--- src/rtl/button_event_decoder.sv ---
// Classifies a debounced button level into single-cycle short, double and long press
// events plus auto-repeat ticks while the button stays held after a long press.
module button_event_decoder #(
  parameter logic PRESSED_LEVEL = 1'b1,
  parameter int   LONG_CYCLES   = 12000000,
  parameter int   REPEAT_CYCLES = 3000000,
  parameter int   DOUBLE_CYCLES = 6000000,
  parameter bit   ENABLE_REPEAT = 1'b1
) (
  input  logic       clk,
  input  logic       rst_n,
  input  logic       btn,
  output logic       short_press,
  output logic       double_press,
  output logic       long_press,
  output logic       repeat_tick,
  output logic       held,
  output logic [2:0] dbg_state
);

  typedef enum logic [2:0] {
    ARMING         = 3'd0,
    IDLE           = 3'd1,
    PRESSED        = 3'd2,
    WAIT_SECOND    = 3'd3,
    SECOND_PRESSED = 3'd4,
    LONG_HELD      = 3'd5
  } state_t;

  localparam int MAX_LR = (LONG_CYCLES > REPEAT_CYCLES) ? LONG_CYCLES : REPEAT_CYCLES;
  localparam int MAX_C  = (MAX_LR > DOUBLE_CYCLES) ? MAX_LR : DOUBLE_CYCLES;
  localparam int CW     = $clog2(MAX_C + 1);

  localparam logic [CW-1:0] LONG_C   = CW'(LONG_CYCLES);
  localparam logic [CW-1:0] REPEAT_C = CW'(REPEAT_CYCLES);
  localparam logic [CW-1:0] DOUBLE_C = CW'(DOUBLE_CYCLES);
  localparam logic [CW-1:0] ONE_C    = CW'(1);
  localparam logic [CW-1:0] SAT_C    = {CW{1'b1}};

  state_t        state_q, state_d;
  logic [CW-1:0] cnt_q, cnt_d, cnt_inc;
  logic          short_d, double_d, long_d, repeat_d, held_d;
  logic          p;

  assign p         = (btn == PRESSED_LEVEL);
  assign cnt_inc   = (cnt_q == SAT_C) ? cnt_q : cnt_q + ONE_C;
  assign dbg_state = state_q;

  always_comb begin
    state_d  = state_q;
    cnt_d    = cnt_q;
    short_d  = 1'b0;
    double_d = 1'b0;
    long_d   = 1'b0;
    repeat_d = 1'b0;
    case (state_q)
      ARMING: begin
        // Button held through reset must be released before anything counts.
        if (!p) begin
          state_d = IDLE;
          cnt_d   = '0;
        end
      end
      IDLE: begin
        if (p) begin
          state_d = PRESSED;
          cnt_d   = ONE_C;
        end
      end
      PRESSED: begin
        if (p) begin
          if (cnt_inc >= LONG_C) begin
            long_d  = 1'b1;
            state_d = LONG_HELD;
            cnt_d   = '0;
          end else begin
            cnt_d = cnt_inc;
          end
        end else if (DOUBLE_CYCLES == 0) begin
          short_d = 1'b1;
          state_d = IDLE;
          cnt_d   = '0;
        end else begin
          state_d = WAIT_SECOND;
          cnt_d   = ONE_C;
        end
      end
      WAIT_SECOND: begin
        if (p) begin
          state_d = SECOND_PRESSED;
          cnt_d   = ONE_C;
        end else if (cnt_inc >= DOUBLE_C) begin
          short_d = 1'b1;
          state_d = IDLE;
          cnt_d   = '0;
        end else begin
          cnt_d = cnt_inc;
        end
      end
      SECOND_PRESSED: begin
        if (!p) begin
          double_d = 1'b1;
          state_d  = IDLE;
          cnt_d    = '0;
        end else if (cnt_inc >= LONG_C) begin
          // First press is reported late; the second one became a long press.
          short_d = 1'b1;
          long_d  = 1'b1;
          state_d = LONG_HELD;
          cnt_d   = '0;
        end else begin
          cnt_d = cnt_inc;
        end
      end
      LONG_HELD: begin
        if (!p) begin
          state_d = IDLE;
          cnt_d   = '0;
        end else if (cnt_inc >= REPEAT_C) begin
          repeat_d = ENABLE_REPEAT;
          cnt_d    = '0;
        end else begin
          cnt_d = cnt_inc;
        end
      end
      default: begin
        state_d = ARMING;
        cnt_d   = '0;
      end
    endcase
    held_d = (state_d == PRESSED) || (state_d == SECOND_PRESSED) || (state_d == LONG_HELD);
  end

  always_ff @(posedge clk) begin
    if (!rst_n) begin
      state_q      <= ARMING;
      cnt_q        <= '0;
      short_press  <= 1'b0;
      double_press <= 1'b0;
      long_press   <= 1'b0;
      repeat_tick  <= 1'b0;
      held         <= 1'b0;
    end else begin
      state_q      <= state_d;
      cnt_q        <= cnt_d;
      short_press  <= short_d;
      double_press <= double_d;
      long_press   <= long_d;
      repeat_tick  <= repeat_d;
      held         <= held_d;
    end
  end

endmodule

--- config.mk ---
export PLATFORM = sky130hd
export DESIGN_NAME = button_event_decoder
export DESIGN_NICKNAME = d
export VERILOG_FILES = /design/src/rtl/button_event_decoder.sv
export SDC_FILE = /design/constraint.sdc
export NUM_CORES = 1
export LEC_CHECK = 0
export ABC_CLOCK_PERIOD_IN_PS = 4500
export CORE_MARGIN = 2
export CORE_UTILIZATION = 40
export DETAILED_ROUTE_END_ITERATION = 8
export GPL_TIMING_DRIVEN = 0
export PLACE_DENSITY = 0.66
export SYNTH_ARGS = -nofsm -noshare
export SYNTH_HDL_FRONTEND = slang
export SYNTH_SLANG_ARGS = --single-unit
--- constraint.sdc ---
create_clock -name clk -period 4.5 [get_ports clk]
set_input_delay 1.35 -clock clk [delete_from_list [all_inputs] [get_ports clk]]
set_output_delay 1.35 -clock clk [all_outputs]
set_load 0.005 [all_outputs]
==> results_dict.tcl <==
set metrics [dict create \
    first_pass_iters 5 \
    start_util 0.414 \
    synth_top_family_by_area "simple AND/OR/NAND/NOR gates" \
    wl_um 6780 \
    cp.arrival_ps 3930 \
    drt_iter0_markers 203 \
    multi_input_area_um2 1650 \
    tritoncts "done" \
    antenna_found_initial 0 \
    yosysUniqueCellTypes 67 \
    path_class "reg2reg" \
    fin_nets 333 \
    regArea_um2 641 \
    setup_violations 0 \
    ys.warnings.count 0 \
    startpoint "cnt_q[8]" \
    wl_met2_um 2970 \
    worst_pin_slew_ps 708 \
    rsz0062_at_grt "no" \
    clkLatencyLatePin_ps 280 \
    reg2reg_from "cnt_q[8]" \
    synth.area.top_cells "dfxtp_1 26%, xnor2_1 5.3%, nor3_1 3.9%" \
    syn_inst 312 \
    vias 2481 \
    path_cells "clkbuf_1, nand4_1, nor4_2, o2111a_1, xor2_1, nand4_1, a211oi_1, nor4_1, a221o_1, buf_6, buf_6, a31oi_1, o22ai_1" \
    wl_met3_um 454 \
    coreArea_um2 5960 \
    ios 11 \
    critical_path.top_delay_family "compound AO/OA/AOI/OAI gates" \
    cap_violations 0 \
    synthMuxAreaShare 0.00405 \
    m1WireLength_um 3190 \
    postCtsHoldBufs 0 \
    hold_viol 0 \
    grt_use_total 0.216 \
    critical-path-max-stage-delay_ps 550 \
    die_w_um 82.6 \
    top_layer "met4" \
    fill_cells 609 \
    grt_max_degree 12 \
    numCtsBuffers 5 \
    num_rows 28 \
    clock_path_buffers 2 \
    synthesis.area_um2 2470 \
    drc 0 \
    area_growth_syn_to_layout_pct 12.4 \
    port_buffers 10 \
    end_kind "register" \
    synth_edf_count 0 \
    synth_seq_cells 32 \
    clock.fmax_ghz 0.266 \
    drtAntennaViolNets 0 \
    cts-resized-gates 0 \
    tns_ps 0 \
    fin_crit_sh 0.835 \
    period_minus_slack_ps 3760 \
    vias_per_cell 6.13 \
    outcome "finished, final reports clean" \
    async_reset_ff_frac 0 \
    synthSimpleGateAreaFrac 0.343 \
    synthFlopType "dfxtp_1" \
    synth-xor-area-share 0.0639 \
    worstSetupStartpointType "register" \
    post-cts-setup-buffer-count 0 \
    worstPathRequired_ps 4670 \
    routedWlPerCell_um 16.7 \
    hold_path.class "reg2reg" \
    maxSlewHeadroom 0.522 \
    dpl.hpwl_um 4930 \
    synth.avg_cell_area_um2 7.91 \
    synth_area_leader_cell "dfxtp_1" \
    crit_slowest_cell "nor4_2" \
    dieHeight_um 82.6 \
    clk_pin_slew_worst_paths_ps 80 \
    cp_num_buf_inv 3 \
    power_density_nw_per_um2 225 \
    hold_start "cnt_q[6]" \
    fin_skew_ps 4.50 \
    diodes 0 \
    clock-sinks 32 \
    ys_seq_area_frac 0.260 \
    h-tree-depth 2 \
    grt_pass1_wl_um 11400 \
    ir_drop_mv 0.171 \
    synth_fp_nets 316 \
    yosys.area_share.adder 0.00507 \
    synth_compound_area_frac 0.253 \
    crit_fanout 10 \
    slew_viol_final 0 \
    dieArea_um2 6820 \
    cts-root-buf "clkbuf_8" \
    drive_gt1_frac 0.115 \
    hold_ws_ps 564 \
    power_leakage_uw 0.000929 \
    synth_top_area_frac 0.260 \
    grt_overflow 0 \
    gp_congestion 0.969 \
    grt_pass1_vias 2332 \
]
[metrics by stage]
| stage | instance area, um2 | util | worst slack [ps] | cells | total power, uW |
|---|---|---|---|---|---|
| after global placement | 2660 | 0.447 | 706 | 397 | 347 |
| after CTS | 2770 | 0.466 | 744 | 405 | 630 |
| after detailed placement | 2660 | 0.447 | 696 | 397 | 348 |
| final | 2770 | 0.466 | 742 | 405 | 625 |
| after global routing | 2770 | 0.466 | 403 | 405 | 651 |
| after floorplan | 2470 | - | 1390 | 312 | 329 |
[metal layers]
| layer | up-vias | global-route usage |
|---|---|---|
| met5 | - | 0 |
| met4 | 0 | 0.0852 |
| met3 | 18 | 0.0424 |
| met2 | 105 | 0.322 |
| met1 | 1148 | 0.303 |
| li1 | 1210 | - |
[state kept, by name, indices dropped and copies added, names as in the netlist]
| name | count |
|---|---|
| cnt_q | 24 |
| dbg_state | 3 |
| double_press | 1 |
| held | 1 |
| long_press | 1 |
| repeat_tick | 1 |
| short_press | 1 |
[Yosys cell counts, drive strengths merged (7+ instances only)]
master / count
inv: 9
nand3: 12
o211ai: 9
a22oi: 12
dfxtp: 32
o21ai: 12
a21oi: 13
xnor2: 15
nand4: 13
nor2: 19
clkbuf: 12
nor3: 19
nor2b: 14
nor4: 8
buf: 13
nand2: 24
a31oi: 7
[final cells by class]
| type | instances | share of cell area |
|---|---|---|
| multi-input combinational | 246 | 0.595 |
| sequential | 32 | 0.231 |
| buffer | 25 | 0.0514 |
| timing repair buffer | 10 | 0.0361 |
| tap | 75 | 0.0338 |
| clock buffer | 5 | 0.0248 |
| clock inverter | 3 | 0.0153 |
| inverter | 9 | 0.0122 |
[power by group]
group / leakage, uW / switching, uW / total [uW] / internal (uW)
combinational: 0.000616 / 33.2 / 52.8 / 19.7
clock: 0.0000541 / 119 / 283 / 164
sequential: 0.000258 / 2.73 / 289 / 286
[worst register-to-register path: cells and delay by family (launching register included)]
family,cells,cell delay (ps)
simple gates,4,1090
buf+inv,3,570
compound gates,5,1290
flops,1,310
xor+xnor,1,390
[path summary, 6_finish.rpt]
path              endpoint  cells past startpoint  slack [ps]
setup / recovery  cnt_q[4]                     13         740
hold / removal    cnt_q[6]                      2         560
setup reg to reg  cnt_q[4]                     13         740
hold reg to reg   cnt_q[6]                      2         560
[logic make-up (layout without fill, tap and decap cells)]
logic type / after synthesis / count (layout)
mux: 1 / 1
xor+xnor: 18 / 18
compound gates: 84 / 84
simple gates: 142 / 142
buf+inv: 34 / 52
fa+ha+maj: 1 / 1
flops: 32 / 32
[cell usage in the layout, fill, tap and decap left out, drive strengths merged, types with 4 or more instances in the layout]
| master | synthesis | final |
|---|---|---|
| a21oi | 13 | 13 |
| a22oi | 12 | 12 |
| a31oi | 7 | 7 |
| and3 | 4 | 4 |
| and4 | 5 | 5 |
| buf | 13 | 13 |
| clkbuf | 12 | 17 |
| clkdlybuf4s50 | 0 | 10 |
| dfxtp | 32 | 32 |
| inv | 9 | 9 |
| nand2 | 24 | 24 |
| nand2b | 4 | 4 |
| nand3 | 12 | 12 |
| nand4 | 13 | 13 |
| nor2 | 19 | 19 |
| nor2b | 14 | 14 |
| nor3 | 19 | 19 |
| nor3b | 5 | 5 |
| nor4 | 8 | 8 |
| o211ai | 9 | 9 |
| o21ai | 12 | 12 |
| xnor2 | 15 | 15 |
Note: power is estimated with default switching activity, not from simulation.
